File: src/rtl/mem_word_seq.sv
// Word load/store sequencer over a byte-wide memory port: one byte per cycle,
// little-endian, with per-byte store mask and address wrap at the top of memory.
module mem_word_seq #(
  parameter int unsigned WIDTH = 8
) (
  input  logic             clk,
  input  logic             reset_n,
  input  logic             req_valid,
  output logic             req_ready,
  input  logic             req_write,
  input  logic [WIDTH-1:0] req_adr,
  input  logic [31:0]      req_wdata,
  input  logic [3:0]       req_wmask,
  output logic             resp_valid,
  output logic [31:0]      resp_rdata,
  output logic             memwrite,
  output logic [WIDTH-1:0] adr,
  output logic [7:0]       writedata,
  input  logic [7:0]       memdata
);

  typedef enum logic [1:0] {IDLE, XFER, DONE} state_t;

  state_t           state;
  logic [1:0]       k;
  logic             wr_q;
  logic [WIDTH-1:0] base_q;
  logic [31:0]      wdata_q;
  logic [3:0]       wmask_q;

  always_ff @(posedge clk or negedge reset_n) begin
    if (!reset_n) begin
      state      <= IDLE;
      k          <= '0;
      wr_q       <= 1'b0;
      base_q     <= '0;
      wdata_q    <= '0;
      wmask_q    <= '0;
      resp_valid <= 1'b0;
      resp_rdata <= '0;
    end else begin
      resp_valid <= 1'b0;
      case (state)
        IDLE: begin
          if (req_valid) begin
            wr_q    <= req_write;
            base_q  <= req_adr;
            wdata_q <= req_wdata;
            wmask_q <= req_wmask;
            k       <= '0;
            state   <= XFER;
          end
        end
        XFER: begin
          if (!wr_q) resp_rdata[{k, 3'b000} +: 8] <= memdata;
          k <= k + 2'd1;
          // resp_valid is registered here so it is high for the whole DONE cycle
          if (k == 2'd3) begin
            state      <= DONE;
            resp_valid <= 1'b1;
          end
        end
        DONE:    state <= IDLE;
        default: state <= IDLE;
      endcase
    end
  end

  // Memory-side signals decode only from registered state, never from req_*.
  always_comb begin
    req_ready = (state == IDLE);
    memwrite  = 1'b0;
    adr       = base_q;
    writedata = '0;
    if (state == XFER) begin
      memwrite  = wr_q & wmask_q[k];
      adr       = base_q + WIDTH'(k);
      writedata = wdata_q[{k, 3'b000} +: 8];
    end
  end

endmodule
File: config.mk
export PLATFORM = sky130hd
export DESIGN_NAME = mem_word_seq
export DESIGN_NICKNAME = d
export VERILOG_FILES = /design/src/rtl/mem_word_seq.sv
export SDC_FILE = /design/constraint.sdc
export NUM_CORES = 1
export LEC_CHECK = 0
export ABC_AREA = 1
export BUFFER_PORTS_ARGS = -buffer_cell sky130_fd_sc_hd__buf_2
export CORE_MARGIN = 10
export CORE_UTILIZATION = 45
export CTS_BUF_LIST = sky130_fd_sc_hd__clkbuf_4 sky130_fd_sc_hd__clkbuf_8 sky130_fd_sc_hd__clkbuf_16
export DETAILED_ROUTE_END_ITERATION = 16
export PLACE_DENSITY = 0.8
export REMOVE_ABC_BUFFERS = 1
export SYNTH_ARGS = -nofsm -noshare
export SYNTH_HDL_FRONTEND = slang
export SYNTH_SLANG_ARGS = --single-unit
File: constraint.sdc
create_clock -name clk -period 3.6 [get_ports clk]
set_input_delay 0 -clock clk [delete_from_list [all_inputs] [get_ports clk]]
set_output_delay 0 -clock clk [all_outputs]
set_load 0.01 [all_outputs]
==> results of run 1 <==
## kinds of logic after synthesis
| logic type | after synthesis | share of synthesized area |
|---|---|---|
| and+or+nand+nor | 283 | 0.299 |
| DFF | 82 | 0.521 |
| AOI/OAI and AO/OA | 71 | 0.0909 |
| buffers and inverters | 46 | 0.0537 |
| adders and majority gates | 9 | 0.0305 |
| xor gates and xnor gates | 2 | 0.00445 |
## area by class of cell
class | instances | area (µm²) | share of cell area
Tap cell | 108 | 135 | 0.0258
Inverter | 26 | 97.6 | 0.0186
Multi-Input combinational cell | 365 | 1670 | 0.319
Timing Repair Buffer | 162 | 1090 | 0.208
Sequential cell | 82 | 2050 | 0.392
Clock inverter | 2 | 38.8 | 0.00741
Clock buffer | 12 | 153 | 0.0291
## Yosys cell counts (all sizes together)
cell,count
nor3,3
fa,1
o21ai,59
xor2,1
a21oi,11
nand2,187
o21bai,1
clkbuf,6
buf,14
xnor2,1
ha,8
nand3b,6
nand4,2
nor2,54
dfrtp,82
inv,26
nand3,31
## power groups by stage
| stage | Sequential, mW | Combinational (mW) | Clock (mW) |
|---|---|---|---|
| after CTS | 1.54 | 1.96 | 0.675 |
| after global placement | 1.54 | 1.86 | 0 |
| final | 1.55 | 1.97 | 0.670 |
| after detailed placement | 1.56 | 1.91 | 0 |
| after floorplan | 1.57 | 1.21 | 0 |
| after global routing | 1.59 | 2.23 | 0.712 |
## sequential cells by signal (all words and copies together) (netlist names)
register    flops
base_q          8
state           2
resp_rdata     32
resp_valid      1
wdata_q        32
k               2
wmask_q         4
wr_q            1
## path summary, 6_finish.rpt
check | slack [ns] | to | cells past startpoint
max | 0.98 | adr[6] | 8
min | 0.20 | state[0] | 4
max reg2reg | 1.09 | resp_rdata[18] | 6
min reg2reg | 0.48 | wdata_q[8] | 2
max in group asynchronous | 2.60 | state[1] | 2
min in group asynchronous | 0.36 | resp_rdata[22] | 2
## stage by stage
step                hold WS [ns]  std cells  utilization  setup slack [ns]
floorplan                 -0.296        473            -              1.35
global placement           0.195        689        0.522              1.26
detailed placement         0.199        689        0.522              1.15
CTS                        0.194        757        0.606             0.994
global route               0.234        757        0.606             0.757
finish                     0.200        757        0.606             0.982
## per-layer routing
| layer | GRT usage | up-vias | share of wire |
|---|---|---|---|
| met5 | 0 | - | 0 |
| met4 | 0.0643 | 0 | 0.021 |
| met3 | 0.0572 | 24 | 0.095 |
| met2 | 0.281 | 175 | 0.46 |
| met1 | 0.215 | 1798 | 0.42 |
| li1 | - | 1868 | - |
## critical path, stage by stage (launching register included)
cell,delay (ns)
dfrtp_1,0.66
inv_1,0.41
fa_1,0.51
nor2_1,0.18
nand2_1,0.13
nor2_1,0.11
nand2_1,0.05
nand2_1,0.07
buf_2,0.14
==> impl_metrics.toml, run 1 <==
[place]
dpl_cell_area_um2 = 4510
port_buffers = 106
hpwl_mm = 7.34
routabilityCongestion = 0.907

[critical_path]
worst_setup_path_start_kind = "register"
critPathKind = "register to output port"
critPathMaxFanout = 14
startpoint = "k[1]"
cp.arrival_ns = 2.62
timing.rr.start = "k[1]"
worstSetupEndpointType = "output port"
cp.required_ns = 3.60

[drt]
wirelength_mm = 11.3
drc = 0
vias = 3865
first_pass_iters = 5
drt_iter0_drc = 288
routed_via_density = 5.11
antenna_left = 0
routedWlPerCell_um = 14.9

[synthesis]
synthTopCellsByArea = "dfrtp_1 (52%), nand2_1 (18%), o21ai_1 (5.7%)"
syn_area_per_cell_um2 = 7.98
yosysSeqAreaShare = 0.521
synth.distinct_cells = 25
synth_area_um2 = 3940
synth_seq_cells = 82
synthCells = 493
yosys_warnings = 0
synth_top_area_cell = "dfrtp_1"
synth_top_area_frac = 0.521

[pwr]
p_sw_mw = 1.88
p_comb_frac = 0.471
p_leak_nw = 2.88
powerDensity_nw_per_um2 = 800
clockPowerShare = 0.160
power_mw = 4.19
p_sw_frac = 0.449
ir_worst_vdd_v = 0.000349
p_int_mw = 2.31
p_seq_frac = 0.369

[floorplanning]
core_um2 = 8640
die_h_um = 114
fp-row-count = 34
pin_count = 107
start_util = 0.456
dieArea_um2 = 12900
fp.dieW_um = 114

[final_layout]
layout-drive-gt1-share = 0.206
final_cell_mix = "nand2_1 (185), buf_2 (105), dfrtp_1 (82)"
fin_nets = 711
diodes = 0
area_growth_pct = 33.1
final_area_um2 = 5240
fill_cells = 761
mostFrequentLayoutCell = "nand2_1"

[clock_tree]
cts_made_buffers = 9
htreeDepth = 3
path_clk_slew_ns = 0.08
root_buffer = "clkbuf_8"
clockBufferDepth = 2
ctsResizeCount = 0
post_cts_buffers = 0
cts_tree = "built"
clock_latency_ns = 0.35
holdBufCountCts = 54
cts_sinks = 82

[min_path]
min_from = "req_valid"
min_path_type = "input pin to register"

[status]
status = "finished, final reports clean"

[grt]
grt_max_degree = 83
grt_pass1_wl_mm = 18.8
grt_pass1_vias = 3964
grt_use_total = 0.175
antenna_found_initial = 0
gr-total-overflow = 0

[sta]
tightest_slew_ns = 0.996
max_freq_ghz = 0.382
max-slew-margin-rel = 0.336
rsz0062_at_grt = "false"
finalSetupViolations = 0
post-route-min-period_ns = 2.62
fin_crit_sh = 0.727
final-hold-violation-count = 0
slew_violations = 0
tns_ns = 0
skew_ns = 0.0151

[job]
drv_cap = 0
Power figures use the tool's default switching activity.
==> run 2, diff against run 1 <==
--- a/config.mk
+++ b/config.mk
@@ -11,7 +11,7 @@
 export CORE_UTILIZATION = 45
 export CTS_BUF_LIST = sky130_fd_sc_hd__clkbuf_4 sky130_fd_sc_hd__clkbuf_8 sky130_fd_sc_hd__clkbuf_16
 export DETAILED_ROUTE_END_ITERATION = 16
-export PLACE_DENSITY = 0.8
+export PLACE_DENSITY = 0.83
 export REMOVE_ABC_BUFFERS = 1
 export SYNTH_ARGS = -nofsm -noshare
 export SYNTH_HDL_FRONTEND = slang
==> constraint.sdc (replaced) <==
create_clock -name clk -period 2.1 [get_ports clk]
set_input_delay 0 -clock clk [delete_from_list [all_inputs] [get_ports clk]]
set_output_delay 0 -clock clk [all_outputs]
set_load 0.01 [all_outputs]
==> run 2 against run 1 <==
Effect of this change:
- first-iteration DRC count shrank 16%
- final cell count increased by 1.1%
- global-route usage up 0.61 points
- highest routed layer unchanged
==> impl_metrics.toml, run 2 (synthesis results as in run 1) <==
[final_layout]
layout-drive-gt1-share = 0.221
regArea_um2 = 2050
area_growth_pct = 35.9
diodes = 0
fin_nets = 717
final_cell_mix = "nand2_1 (184), buf_2 (105), dfrtp_1 (82)"
top_regs = "resp_rdata: 32 flops, wdata_q: 32 flops, base_q: 8 flops"
multiInputGateArea_um2 = 1690
fill_cells = 724
mostFrequentLayoutCell = "nand2_1"

[floorplanning]
fp.dieW_um = 114
fp-row-count = 34
die_h_um = 114
pin_count = 107
start_util = 0.456
dieArea_um2 = 12900
core_um2 = 8640

[critical_path]
worstSetupEndpointType = "output port"
cp.required_ns = 2.10
critPathMaxFanout = 3
cp.arrival_ns = 2.03
critPathKind = "register to output port"
worst_setup_path_start_kind = "register"

[grt]
grtUsageMet3 = 0.0562
grt_pass1_wl_mm = 19.2
use_met2 = 0.303
grt_use_total = 0.181
gr-total-overflow = 0
gr-max-usage-layer = "met2"
grt_max_degree = 83
antenna_found_initial = 0
grt_use_met1 = 0.215
grt_pass1_vias = 3969

[sta]
fin_crit_sh = 0.966
skew_ns = 0.0120
max-slew-margin-rel = 0.329
slew_violations = 0
post-route-min-period_ns = 2.03
final.setup.worst_slack_ns = 0.0722
max_freq_ghz = 0.493
finalSetupViolations = 0
tightest_slew_ns = 1.01
final-hold-violation-count = 0

[clock_tree]
root_buffer = "clkbuf_8"
clock_latency_ns = 0.36
htreeDepth = 3
cts_tree = "built"
cts_made_buffers = 9
clockBufferDepth = 2
path_clk_slew_ns = 0.08
cts_sinks = 82

[min_path]
min_path_type = "input pin to register"

[pwr]
p_sw_frac = 0.445
powerDensity_nw_per_um2 = 1400
p_int_mw = 4.17
p_sw_mw = 3.34
power_mw = 7.51
ir_worst_vdd_v = 0.000620
clockPowerShare = 0.171
p_leak_nw = 2.93
p_comb_frac = 0.483
p_seq_frac = 0.345

[drt]
first_pass_iters = 9
routed_via_density = 5.09
wirelength_mm = 11.7
antenna_left = 0
vias = 3895
drc = 0
routedWlPerCell_um = 15.3
drt_iter0_drc = 241

[status]
status = "finished, final reports clean"

[job]
drv_cap = 0

[place]
hpwl_mm = 7.56
preCtsSetupSlack_ns = 0.286
port_buffers = 106
routabilityCongestion = 0.848
[run 2: final timing paths]
| path | from | end | slack, ns | depth (start not counted) |
|---|---|---|---|---|
| min in group asynchronous | reset_n | resp_rdata[16] | 0.35 | 2 |
| max in group asynchronous | reset_n | wdata_q[5] | 1.10 | 2 |
| setup reg to reg | k[0] | resp_rdata[23] | 0.23 | 7 |
| setup / recovery | base_q[0] | adr[6] | 0.07 | 9 |
| hold reg to reg | wmask_q[2] | wmask_q[2] | 0.48 | 2 |
| hold / removal | req_valid | wdata_q[25] | 0.19 | 5 |
[run 2: area by class of cell]
class | count | area share
clock buffer | 10 | 0.0257
clock inverter | 6 | 0.0166
inverter | 26 | 0.0182
multi-input combinational | 365 | 0.316
sequential | 82 | 0.384
tap | 108 | 0.0253
timing repair buffer | 168 | 0.214
[run 2: routing by layer]
metal | up-vias | part of all wire
li1 | 1881 | -
met1 | 1820 | 0.41
met2 | 169 | 0.48
met3 | 25 | 0.086
met4 | 0 | 0.021
met5 | - | 0
[run 2: worst max-delay path, cell delays in order, from the launching register on]
cell,delay (ns)
dfrtp_1,0.39
ha_2,0.22
inv_1,0.06
fa_1,0.40
nor2_4,0.13
nand2_2,0.09
nor2_1,0.11
nand2_1,0.06
nand2_1,0.07
buf_2,0.14
[run 2: power groups by stage]
stage | Clock, mW | Combinational (mW) | Sequential [mW]
2_1_floorplan | 0 | 2.07 | 2.69
3_3_place_gp | 0 | 3.36 | 2.59
3_5_place_dp | 0 | 3.45 | 2.61
4_1_cts | 1.31 | 3.55 | 2.59
5_1_grt | 1.37 | 4.10 | 2.67
6_report | 1.29 | 3.63 | 2.60
[run 2: what timing repair did]
action,CTS,global route
pin swaps,0,1
endpoints found under the hold margin,136,0
resized for setup,1,4
setup endpoints to repair,1,2
buffers inserted,0,1
hold buffers,54,0
[run 2: through the flow]
stage / hold WS [ns] / setup TNS [ns] / area (µm²) / utilization / cells
3_5_place_dp: 0.198 / 0 / 4560 / 0.528 / 694
6_report: 0.186 / 0 / 5350 / 0.619 / 765
4_1_cts: 0.170 / 0 / 5330 / 0.617 / 764
3_3_place_gp: 0.193 / 0 / 4560 / 0.528 / 694
2_1_floorplan: -0.296 / -0.996 / 3820 / - / 473
5_1_grt: 0.243 / -0.0314 / 5350 / 0.619 / 765
